File: config.mk
export PLATFORM = sky130hd
export DESIGN_NAME = player_motion_ctrl
export DESIGN_NICKNAME = d
export VERILOG_FILES = /design/src/rtl/game_pkg.sv /design/src/rtl/axis_step_clamp.sv /design/src/rtl/player_motion_ctrl.sv
export SDC_FILE = /design/constraint.sdc
export NUM_CORES = 1
export LEC_CHECK = 0
export ABC_AREA = 1
export BUFFER_PORTS_ARGS = -buffer_cell sky130_fd_sc_hd__buf_2
export CAP_MARGIN = 25
export CORE_UTILIZATION = 56
export CTS_CLUSTER_SIZE = 28
export DETAILED_ROUTE_END_ITERATION = 7
export HOLD_SLACK_MARGIN = 0.05
export PLACE_DENSITY = 0.79
export SKIP_CTS_REPAIR_TIMING = 1
export SLEW_MARGIN = 20
export SYNTH_ARGS = -nofsm -noshare
export SYNTH_HDL_FRONTEND = slang
export SYNTH_SLANG_ARGS = --single-unit
File: constraint.sdc
create_clock -name clk -period 4.4 [get_ports clk]
set_input_delay 0.22 -clock clk [delete_from_list [all_inputs] [get_ports clk]]
set_output_delay 0.22 -clock clk [all_outputs]
set_load 0.03 [all_outputs]
File: src/rtl/game_pkg.sv
// Shared types and constants for the VGA game: coordinate width, FSM states, play-field border.
// Latency: n/a (declarations only).
// Backpressure: n/a.
package game_pkg;

    localparam int COORD_W = 10;

    typedef logic [COORD_W-1:0] coord_t;

    typedef enum logic [1:0] {
        ST_IDLE = 2'd0,
        ST_RUN  = 2'd1,
        ST_HIT  = 2'd2,
        ST_OVER = 2'd3
    } state_t;

    localparam int DEF_BORDER_TOP    = 8;
    localparam int DEF_BORDER_BOTTOM = 472;
    localparam int DEF_BORDER_LEFT   = 8;
    localparam int DEF_BORDER_RIGHT  = 632;

endpackage

File: src/rtl/axis_step_clamp.sv
// One-axis move of the player's low edge by STEP, clamped so the square stays inside [lo, hi].
// Latency: combinational.
// Backpressure: none.
module axis_step_clamp
    import game_pkg::*;
#(
    parameter int SIZE = 16,
    parameter int STEP = 1
) (
    input  coord_t pos,
    input  logic   dec,
    input  logic   inc,
    input  coord_t lo,
    input  coord_t hi,
    output coord_t pos_nxt,
    output logic   at_low,
    output logic   at_high
);

    localparam coord_t SZ_M1 = coord_t'(SIZE - 1);
    localparam coord_t STP   = coord_t'(STEP);

    always_comb begin
        pos_nxt = pos;
        if (dec && !inc) begin
            // Compare before subtracting so a position near zero cannot wrap.
            if (pos < lo + STP) begin
                pos_nxt = lo;
            end else begin
                pos_nxt = pos - STP;
            end
        end else if (inc && !dec) begin
            if (pos + SZ_M1 + STP > hi) begin
                pos_nxt = hi - SZ_M1;
            end else begin
                pos_nxt = pos + STP;
            end
        end
    end

    assign at_low  = (pos_nxt == lo);
    assign at_high = (pos_nxt + SZ_M1 == hi);

endmodule

File: src/rtl/player_motion_ctrl.sv
// Player position, border collision and hit/flash/respawn/game-over sequencing, one move per frame.
// Latency: position and hit pulse update on the frame_tick edge; edges are combinational from x/y.
// Backpressure: none; frame_tick and buttons are sampled every clk.
module player_motion_ctrl
    import game_pkg::*;
#(
    parameter int X_START       = 320,
    parameter int Y_START       = 240,
    parameter int SIZE          = 16,
    parameter int STEP          = 1,
    parameter int BORDER_TOP    = DEF_BORDER_TOP,
    parameter int BORDER_BOTTOM = DEF_BORDER_BOTTOM,
    parameter int BORDER_LEFT   = DEF_BORDER_LEFT,
    parameter int BORDER_RIGHT  = DEF_BORDER_RIGHT,
    parameter int FLASH_FRAMES  = 60,
    parameter int LIVES_INIT    = 3
) (
    input  logic         clk,
    input  logic         reset,
    input  logic         frame_tick,
    input  logic         btn_up,
    input  logic         btn_down,
    input  logic         btn_left,
    input  logic         btn_right,
    input  logic         btn_start,
    output logic [9:0]   play_top,
    output logic [9:0]   play_bottom,
    output logic [9:0]   play_left,
    output logic [9:0]   play_right,
    output logic         hit,
    output logic         flash,
    output logic [1:0]   lives,
    output logic         game_over,
    output logic [1:0]   state
);

    localparam int CNT_W = ($clog2(FLASH_FRAMES + 1) < 4) ? 4 : $clog2(FLASH_FRAMES + 1);

    localparam coord_t           X0         = coord_t'(X_START);
    localparam coord_t           Y0         = coord_t'(Y_START);
    localparam coord_t           SZ_M1      = coord_t'(SIZE - 1);
    localparam logic [1:0]       LIVES0     = 2'(LIVES_INIT);
    localparam logic [CNT_W-1:0] FLASH_LAST = CNT_W'(FLASH_FRAMES);

    state_t           state_q, state_d;
    coord_t           x_q, x_d, y_q, y_d;
    logic [1:0]       lives_q, lives_d;
    logic [CNT_W-1:0] cnt_q, cnt_d;
    logic             hit_q, hit_d;
    logic             start_q, start_d;

    coord_t x_nxt, y_nxt;
    logic   x_at_low, x_at_high, y_at_low, y_at_high;
    logic   start_rise, collide;

    axis_step_clamp #(.SIZE(SIZE), .STEP(STEP)) u_x_axis (
        .pos     (x_q),
        .dec     (btn_left),
        .inc     (btn_right),
        .lo      (coord_t'(BORDER_LEFT)),
        .hi      (coord_t'(BORDER_RIGHT)),
        .pos_nxt (x_nxt),
        .at_low  (x_at_low),
        .at_high (x_at_high)
    );

    axis_step_clamp #(.SIZE(SIZE), .STEP(STEP)) u_y_axis (
        .pos     (y_q),
        .dec     (btn_up),
        .inc     (btn_down),
        .lo      (coord_t'(BORDER_TOP)),
        .hi      (coord_t'(BORDER_BOTTOM)),
        .pos_nxt (y_nxt),
        .at_low  (y_at_low),
        .at_high (y_at_high)
    );

    assign start_rise = btn_start & ~start_q;
    assign collide    = x_at_low | x_at_high | y_at_low | y_at_high;

    always_comb begin
        state_d = state_q;
        x_d     = x_q;
        y_d     = y_q;
        lives_d = lives_q;
        cnt_d   = cnt_q;
        hit_d   = 1'b0;
        start_d = btn_start;
        case (state_q)
            ST_IDLE: begin
                if (start_rise) begin
                    state_d = ST_RUN;
                end
            end
            ST_RUN: begin
                if (frame_tick) begin
                    x_d = x_nxt;
                    y_d = y_nxt;
                    if (collide) begin
                        state_d = ST_HIT;
                        hit_d   = 1'b1;
                        cnt_d   = '0;
                    end
                end
            end
            ST_HIT: begin
                if (frame_tick) begin
                    cnt_d = cnt_q + 1'b1;
                    if (cnt_d == FLASH_LAST) begin
                        if (lives_q == 2'd1) begin
                            lives_d = 2'd0;
                            state_d = ST_OVER;
                        end else begin
                            lives_d = lives_q - 2'd1;
                            x_d     = X0;
                            y_d     = Y0;
                            state_d = ST_RUN;
                        end
                    end
                end
            end
            ST_OVER: begin
                if (start_rise) begin
                    lives_d = LIVES0;
                    x_d     = X0;
                    y_d     = Y0;
                    state_d = ST_RUN;
                end
            end
            default: state_d = ST_IDLE;
        endcase
    end

    always_ff @(posedge clk or posedge reset) begin
        if (reset) begin
            state_q <= ST_IDLE;
            x_q     <= X0;
            y_q     <= Y0;
            lives_q <= LIVES0;
            cnt_q   <= '0;
            hit_q   <= 1'b0;
            start_q <= 1'b0;
        end else begin
            state_q <= state_d;
            x_q     <= x_d;
            y_q     <= y_d;
            lives_q <= lives_d;
            cnt_q   <= cnt_d;
            hit_q   <= hit_d;
            start_q <= start_d;
        end
    end

    assign play_top    = y_q;
    assign play_bottom = y_q + SZ_M1;
    assign play_left   = x_q;
    assign play_right  = x_q + SZ_M1;
    assign hit         = hit_q;
    // Flash is only meaningful while HIT, so leaving HIT clears it with no extra flop.
    assign flash       = (state_q == ST_HIT) & cnt_q[3];
    assign lives       = lives_q;
    assign game_over   = (state_q == ST_OVER);
    assign state       = state_q;

endmodule

Word-level counts from Yosys, hierarchy flattened
Cells that the tools add are included.
{"block": "word_totals", "reg_bits": 32, "latchBits": 0, "ram_bits": 0, "mem_bits_ro": 0, "in_bits": 8, "wordCells": 101, "n_memories": 0}
{"block": "op_classes", "addsub": 12, "mul": 0, "n_div": 0, "n_lt_le_gt_ge": 4, "eq_ne": 16, "shifts": 0, "mux": 39, "bitwise_logic": 6, "reduce_logical": 17}
{"cell": "$mux 10", "n": 18}
{"cell": "$pmux 10 s3", "n": 2}
{"cell": "$add 10x1->10 const B", "n": 4}
{"cell": "$add 10x4->10 const B", "n": 4}
{"cell": "$eq 10x4->1 const B", "n": 2}
{"cell": "$lt 10x4->1 const B", "n": 2}
{"cell": "$mux 2", "n": 10}
{"cell": "$sub 10x1->10 const B", "n": 2}
{"cell": "$mux 6", "n": 3}
{"cell": "$pmux 6 s2", "n": 1}
{"cell": "$eq 10x10->1 const B", "n": 1}
{"cell": "$eq 10x9->1 const B", "n": 1}
{"cell": "$gt 10x10->1 const B", "n": 1}
{"cell": "$gt 10x9->1 const B", "n": 1}
{"cell": "$ne 2x2->1 const B", "n": 5}
{"cell": "$reduce_and 4->1", "n": 2}
{"cell": "$add 6x1->6 const B", "n": 1}
{"cell": "$eq 6x6->1 const B", "n": 1}
{"cell": "$pmux 2 s3", "n": 1}
{"cell": "$reduce_and 6->1", "n": 1}
{"cell": "$reduce_and 5->1", "n": 1}
{"cell": "$eq 2x1->1 const B", "n": 2}
{"cell": "$eq 2x2->1 const B", "n": 2}
{"cell": "$logic_and 1x1->1", "n": 4}
{"cell": "12 further kinds", "n": 22}

Longest topological paths before layout
{"block": "depth", "ltp_word": 14, "depth_mapped": 25, "depth_no_buf": 25}

By module
A second synthesis with hierarchy kept.
{"block": "hier_totals", "hier_cells": 1119, "hier_area_um2": 6887.9}
{"mod": "axis_step_clamp", "instances": 2, "cells_per_inst": 414, "area_each_um2": 2392.3, "seq_area_each_um2": 0.0}
{"mod": "player_motion_ctrl", "instances": 1, "cells_per_inst": 291, "area_each_um2": 2103.3, "seq_area_each_um2": 810.8}

Worst setup path before layout
OpenSTA, ideal clock, no wires.
{"block": "synth_timing", "path_type": "register to register", "startpoint": "register x_q[0] (netlist: play_left[0])", "endpoint": "register cnt_q[3]", "setup_time_ns": 0.117, "arrival_ns": 2.920, "required_time_ns": 4.283, "path_slack_ns": 1.363, "path_stages_with_launch": 23, "n_path_buf": 0, "period_less_slack_ns": 3.037, "cell_sequence": "dfrtp_1 -> inv_2 -> ha_1 -> nand2_1 -> inv_1 -> nor2_2 -> nand2_1 -> nor2_1 -> nand2_1 -> nand2_1 -> inv_1 -> nand2_1 -> nand2_1 -> nand3_2 -> nand3_4 -> a21oi_1 -> nand3_1 -> nor2_2 -> nand3_2 -> nand3_4 -> nand3_4 -> nand2_1 -> nand2_1"}
{"block": "synth_via", "elab_chain_len": 13, "word_cells_on_any_way": 18, "classes_between": "5 x add/sub; 2 x order compare; 3 x eq/ne; 4 x mux; 3 x bitwise; 1 x reduce/logical"}
{"element": "start, declared", "line": "player_motion_ctrl.sv:46", "rtl": "coord_t x_q, x_d, y_q, y_d;"}
{"element": "start signal, assigned", "line": "player_motion_ctrl.sv:137", "rtl": "x_q <= X0;"}
{"element": "start signal, assigned", "line": "player_motion_ctrl.sv:145", "rtl": "x_q <= x_d;"}
{"element": "$add 10x4->10 *"}
{"element": "via play_right[0]", "line": "player_motion_ctrl.sv:29", "rtl": "output logic [9:0] play_right,"}
{"element": "$add 10x1->10 *", "line": "axis_step_clamp.sv:33", "rtl": "if (pos + SZ_M1 + STP > hi) begin"}
{"element": "$gt 10x10->1 *", "line": "axis_step_clamp.sv:33"}
{"element": "$mux 10 *", "line": "axis_step_clamp.sv:33"}
{"element": "$mux 10 *", "line": "axis_step_clamp.sv:32", "rtl": "end else if (inc && !dec) begin"}
{"element": "$mux 10 *", "line": "axis_step_clamp.sv:25", "rtl": "if (dec && !inc) begin"}
{"element": "$add 10x4->10", "line": "axis_step_clamp.sv:42", "rtl": "assign at_high = (pos_nxt + SZ_M1 == hi);"}
{"element": "$eq 10x10->1", "line": "axis_step_clamp.sv:42"}
{"element": "$or 1x1->1 * (3 in series)", "line": "player_motion_ctrl.sv:79", "rtl": "assign collide = x_at_low | x_at_high | y_at_low | y_at_high;"}
{"element": "$ne 2x2->1 (no line) *"}
{"element": "$reduce_and 4->1 (no line) *"}
{"element": "end signal, assigned", "line": "player_motion_ctrl.sv:148", "rtl": "cnt_q <= cnt_d;"}
{"element": "end, declared", "line": "player_motion_ctrl.sv:48", "rtl": "logic [CNT_W-1:0] cnt_q, cnt_d;"}
The timed path passes the listed nets; every way through them passes the cells marked *.
A chain may end at the register's enable or synchronous reset.

Worst setup path in the final report
{"block": "layout_timing", "startpoint": "register x_q[1] (netlist: play_left[1])", "endpoint": "register cnt_q[2]"}
{"block": "layout_via", "elab_chain_len": 13, "word_cells_on_any_way": 18, "classes_between": "5 x add/sub; 2 x order compare; 3 x eq/ne; 4 x mux; 3 x bitwise; 1 x reduce/logical"}
{"element": "$add 10x4->10", "line": "axis_step_clamp.sv:33"}
{"element": "$add 10x1->10", "line": "axis_step_clamp.sv:33"}
{"element": "$gt 10x10->1", "line": "axis_step_clamp.sv:33"}
{"element": "$mux 10", "line": "axis_step_clamp.sv:33"}
{"element": "$mux 10", "line": "axis_step_clamp.sv:32"}
{"element": "$mux 10 *", "line": "axis_step_clamp.sv:25"}
{"element": "$add 10x4->10", "line": "axis_step_clamp.sv:42"}
{"element": "$eq 10x10->1", "line": "axis_step_clamp.sv:42"}
{"element": "$or 1x1->1 * (3 in series)", "line": "player_motion_ctrl.sv:79"}
{"element": "$ne 2x2->1 (no line) *"}
{"element": "$reduce_and 4->1 (no line) *"}
Mark *: on every way between the ends. The rest lies on a longest branch, timed or not.

==> flow_summary.ini <==
[logic_synthesis]
synth_edf_count = 0
synth_warnings = 0
synth_area_um2 = 3490
ys_ff_latch = 32
yosysTopAreaCell = dfrtp_1
netlist_instances = 551
synth.avg_cell_area_um2 = 6.34
synth.most_common_cell = nand2_1
synthArstFlopShare_pct = 100
synthTopCellsByArea = dfrtp_1, nand2_1, inv_1
netlist_top_cells_count = nand2_1, inv_1, nor2_1, nand3_1
synthFlopType = dfrtp_1
ys_types = 46
netlist.area_leader.share_pct = 17.2
synth_nets = 571
seq_area_frac_synth_pct = 23.2

[sta]
drv_slew = 0
worst_pin_slew_ns = 0.869
finClkSkew_ns = 0.00861
final.period_utilization_pct = 71.3
whs_ns = 0.0661
fmax_mhz = 319
max_slew_margin_pct = 40.6
setup_viol = 0
finalCriticalPeriod_ns = 3.14
rsz0062_at_grt = false
hold_viol = 0
setup_tns_ns = 0

[critical_path]
critPathSlowestCell = dfrtp_1
path_max_fanout = 8
max_stage_delay_ns = 0.54
worstSetupStartpointType = register
regToRegEndpoint = cnt_q[2]
reg2reg_from = play_left[1]
worst-r2r-setup-slack_ns = 1.26
setup.worst_path.end_class = register
worstPathCellList = inv_1, ha_1, nand2_1, inv_1, nor2_2, nand2_1, nor2_1, nand2_1, nand2_1, inv_1, nand2_1, nand2_1, nand3_2, nand3_4, a21oi_1, nand3_1, nor2_2, nand3_2, nand3_4, nand3_4, nand2_1, nand2_1
crit_path_frequent_cell = nand2_1
worstSetupPathType = register to register
r2r_cells = 22
cp.required_ns = 4.58
arrival_ns = 3.32

[layout]
drive_gt1_share_pct = 21.3
antenna_cells = 0
multi_input_area_um2 = 2270
final_nets = 620
register_area_um2 = 811
stdcell_count = 676
area_delta_synth_final_pct = 11.7
final_util_pct = 65.5
fillCellCount = 560

[detailed_routing]
wl_per_cell_um = 13.6
dr.pass1.iters = 5
drtIter0Drc = 458
drc = 0
wirelength_um = 9180
via_count = 3746
postRouteAntennaNets = 0
via_per_inst = 5.54

[run_status]
status = finished, final reports clean

[floorplanning]
core-area_um2 = 5960
die-area_um2 = 6560
ios = 55
initial_utilization_pct = 58.7
die_x_um = 81.0
rows = 28
fp.dieH_um = 81.0

[clock_network]
clkTransAtPathRegs_ns = 0.07
cts_root_buffer = clkbuf_8
cts_tree = done
cts.path.max_buffers = 2
cts_buffers = 5
clk-insertion-delay-late_ns = 0.29
clock-sinks = 32
cts_max_level = 2

[global_routing]
grt_pass1_vias = 3325
grt_usage_pct = 30.0
grt_pass1_wl_um = 15300
antenna_found_initial = 0
grt_overflow = 0
grt_max_degree = 33

[hold_path]
whs_path_depth = 1
min_from = btn_start
hold_path.class = input port to register
hold-path-endpoint = start_q

[place]
dp_hpwl_um = 7240
gp_congestion = 0.937
port_buffers = 54
placed_cells = 667

[pwr]
irDropWorstVdd_mv = 0.659
p_int_mw = 1.26
combPwrFrac_pct = 72.5
power.switching_mw = 1.96
power.density_nw_per_um2 = 825
clkPwrFrac_pct = 8.6
p_leak_nw = 2.09
seqPwrFrac_pct = 18.9
p_sw_share_pct = 60.8

[flow_run]
drv_cap = 0
-- worst max-delay path, delay by kind of cell, from the launching register on --
family	cells	cell delay, ns
adder cells (fa/ha/maj)	1	0.29
buffers and inverters	3	0.22
AND/OR/NAND/NOR	17	1.72
AO/OA/AOI/OAI	1	0.24
flip-flops	1	0.54
-- cell families after synthesis --
logic type	count (synthesis)	share of synthesized area, %
adders and majority gates	12	4.30
xor gates and xnor gates	20	5.23
buffers and inverters	102	11.9
AOI/OAI and AO/OA	72	11.7
and+or+nand+nor	313	43.7
DFF	32	23.2
-- cell usage in the layout, fill, tap and decap left out, types with 2 or more instances in the layout --
cell	Yosys	final
a21oi_1	24	24
and2_1	2	2
buf_2	7	54
clkbuf_8	0	5
clkinv_1	2	2
clkinv_2	1	2
dfrtp_1	24	24
dfstp_2	8	8
ha_1	12	12
inv_1	69	69
inv_2	16	16
nand2_1	151	151
nand2_2	9	9
nand2_4	3	3
nand3_1	35	35
nand3_2	7	7
nand3_4	5	5
nand4_1	14	14
nand4_2	2	2
nor2_1	61	61
nor2_2	4	4
nor2_4	6	6
nor3_1	9	9
nor4_1	2	2
o21ai_0	19	19
o21ai_1	5	5
o22ai_1	14	14
xor2_1	18	18
-- layout make-up --
cell class / instances / area share (%)
Multi-Input combinational cell: 417 / 58.1
Tap cell: 75 / 2.40
Timing Repair Buffer: 56 / 7.37
Clock buffer: 5 / 1.76
Inverter: 88 / 8.49
Sequential cell: 32 / 20.8
Clock inverter: 3 / 1.09
-- registers in the layout (all words and copies together), names as in the netlist --
name / count
play_top: 10
state: 2
play_left: 10
hit: 1
start_q: 1
cnt_q: 6
lives: 2
-- power groups by stage --
stage / Clock, mW / Combinational, mW / Sequential, mW
5_1_grt: 0.297 / 2.60 / 0.625
2_1_floorplan: 0 / 1.71 / 0.672
3_3_place_gp: 0 / 2.26 / 0.604
4_1_cts: 0.283 / 2.31 / 0.603
3_5_place_dp: 0 / 2.31 / 0.608
6_report: 0.278 / 2.33 / 0.608
-- metrics by stage --
step | setup WS, ns | instance area (um^2) | power, mW
detailed placement | 1.31 | 3780 | 2.91
global route | 0.960 | 3900 | 3.52
CTS | 1.30 | 3890 | 3.20
global placement | 1.39 | 3780 | 2.87
floorplan | 1.36 | 3490 | 2.39
finish | 1.26 | 3900 | 3.22
-- per-layer routing --
metal / up-vias / part of all wire, % / GRT usage (%)
li1: 1864 / - / -
met1: 1686 / 47 / 42.8
met2: 181 / 44 / 46.5
met3: 15 / 8.2 / 7.42
met4: 0 / 0.90 / 4.46
met5: - / 0 / 0
-- worst max path at each step --
stage                             from  endpoint  slack [ns]  cells after the start
after floorplan           play_left[0]  cnt_q[3]        1.36                     22
after global placement    play_left[1]  cnt_q[4]        1.39                     22
after detailed placement  play_left[1]  cnt_q[2]        1.31                     22
after CTS                 play_left[1]  cnt_q[3]        1.30                     22
after global routing      play_left[1]  cnt_q[1]        0.96                     22
final                     play_left[1]  cnt_q[2]        1.26                     22
(Power assumes the default switching activity.)
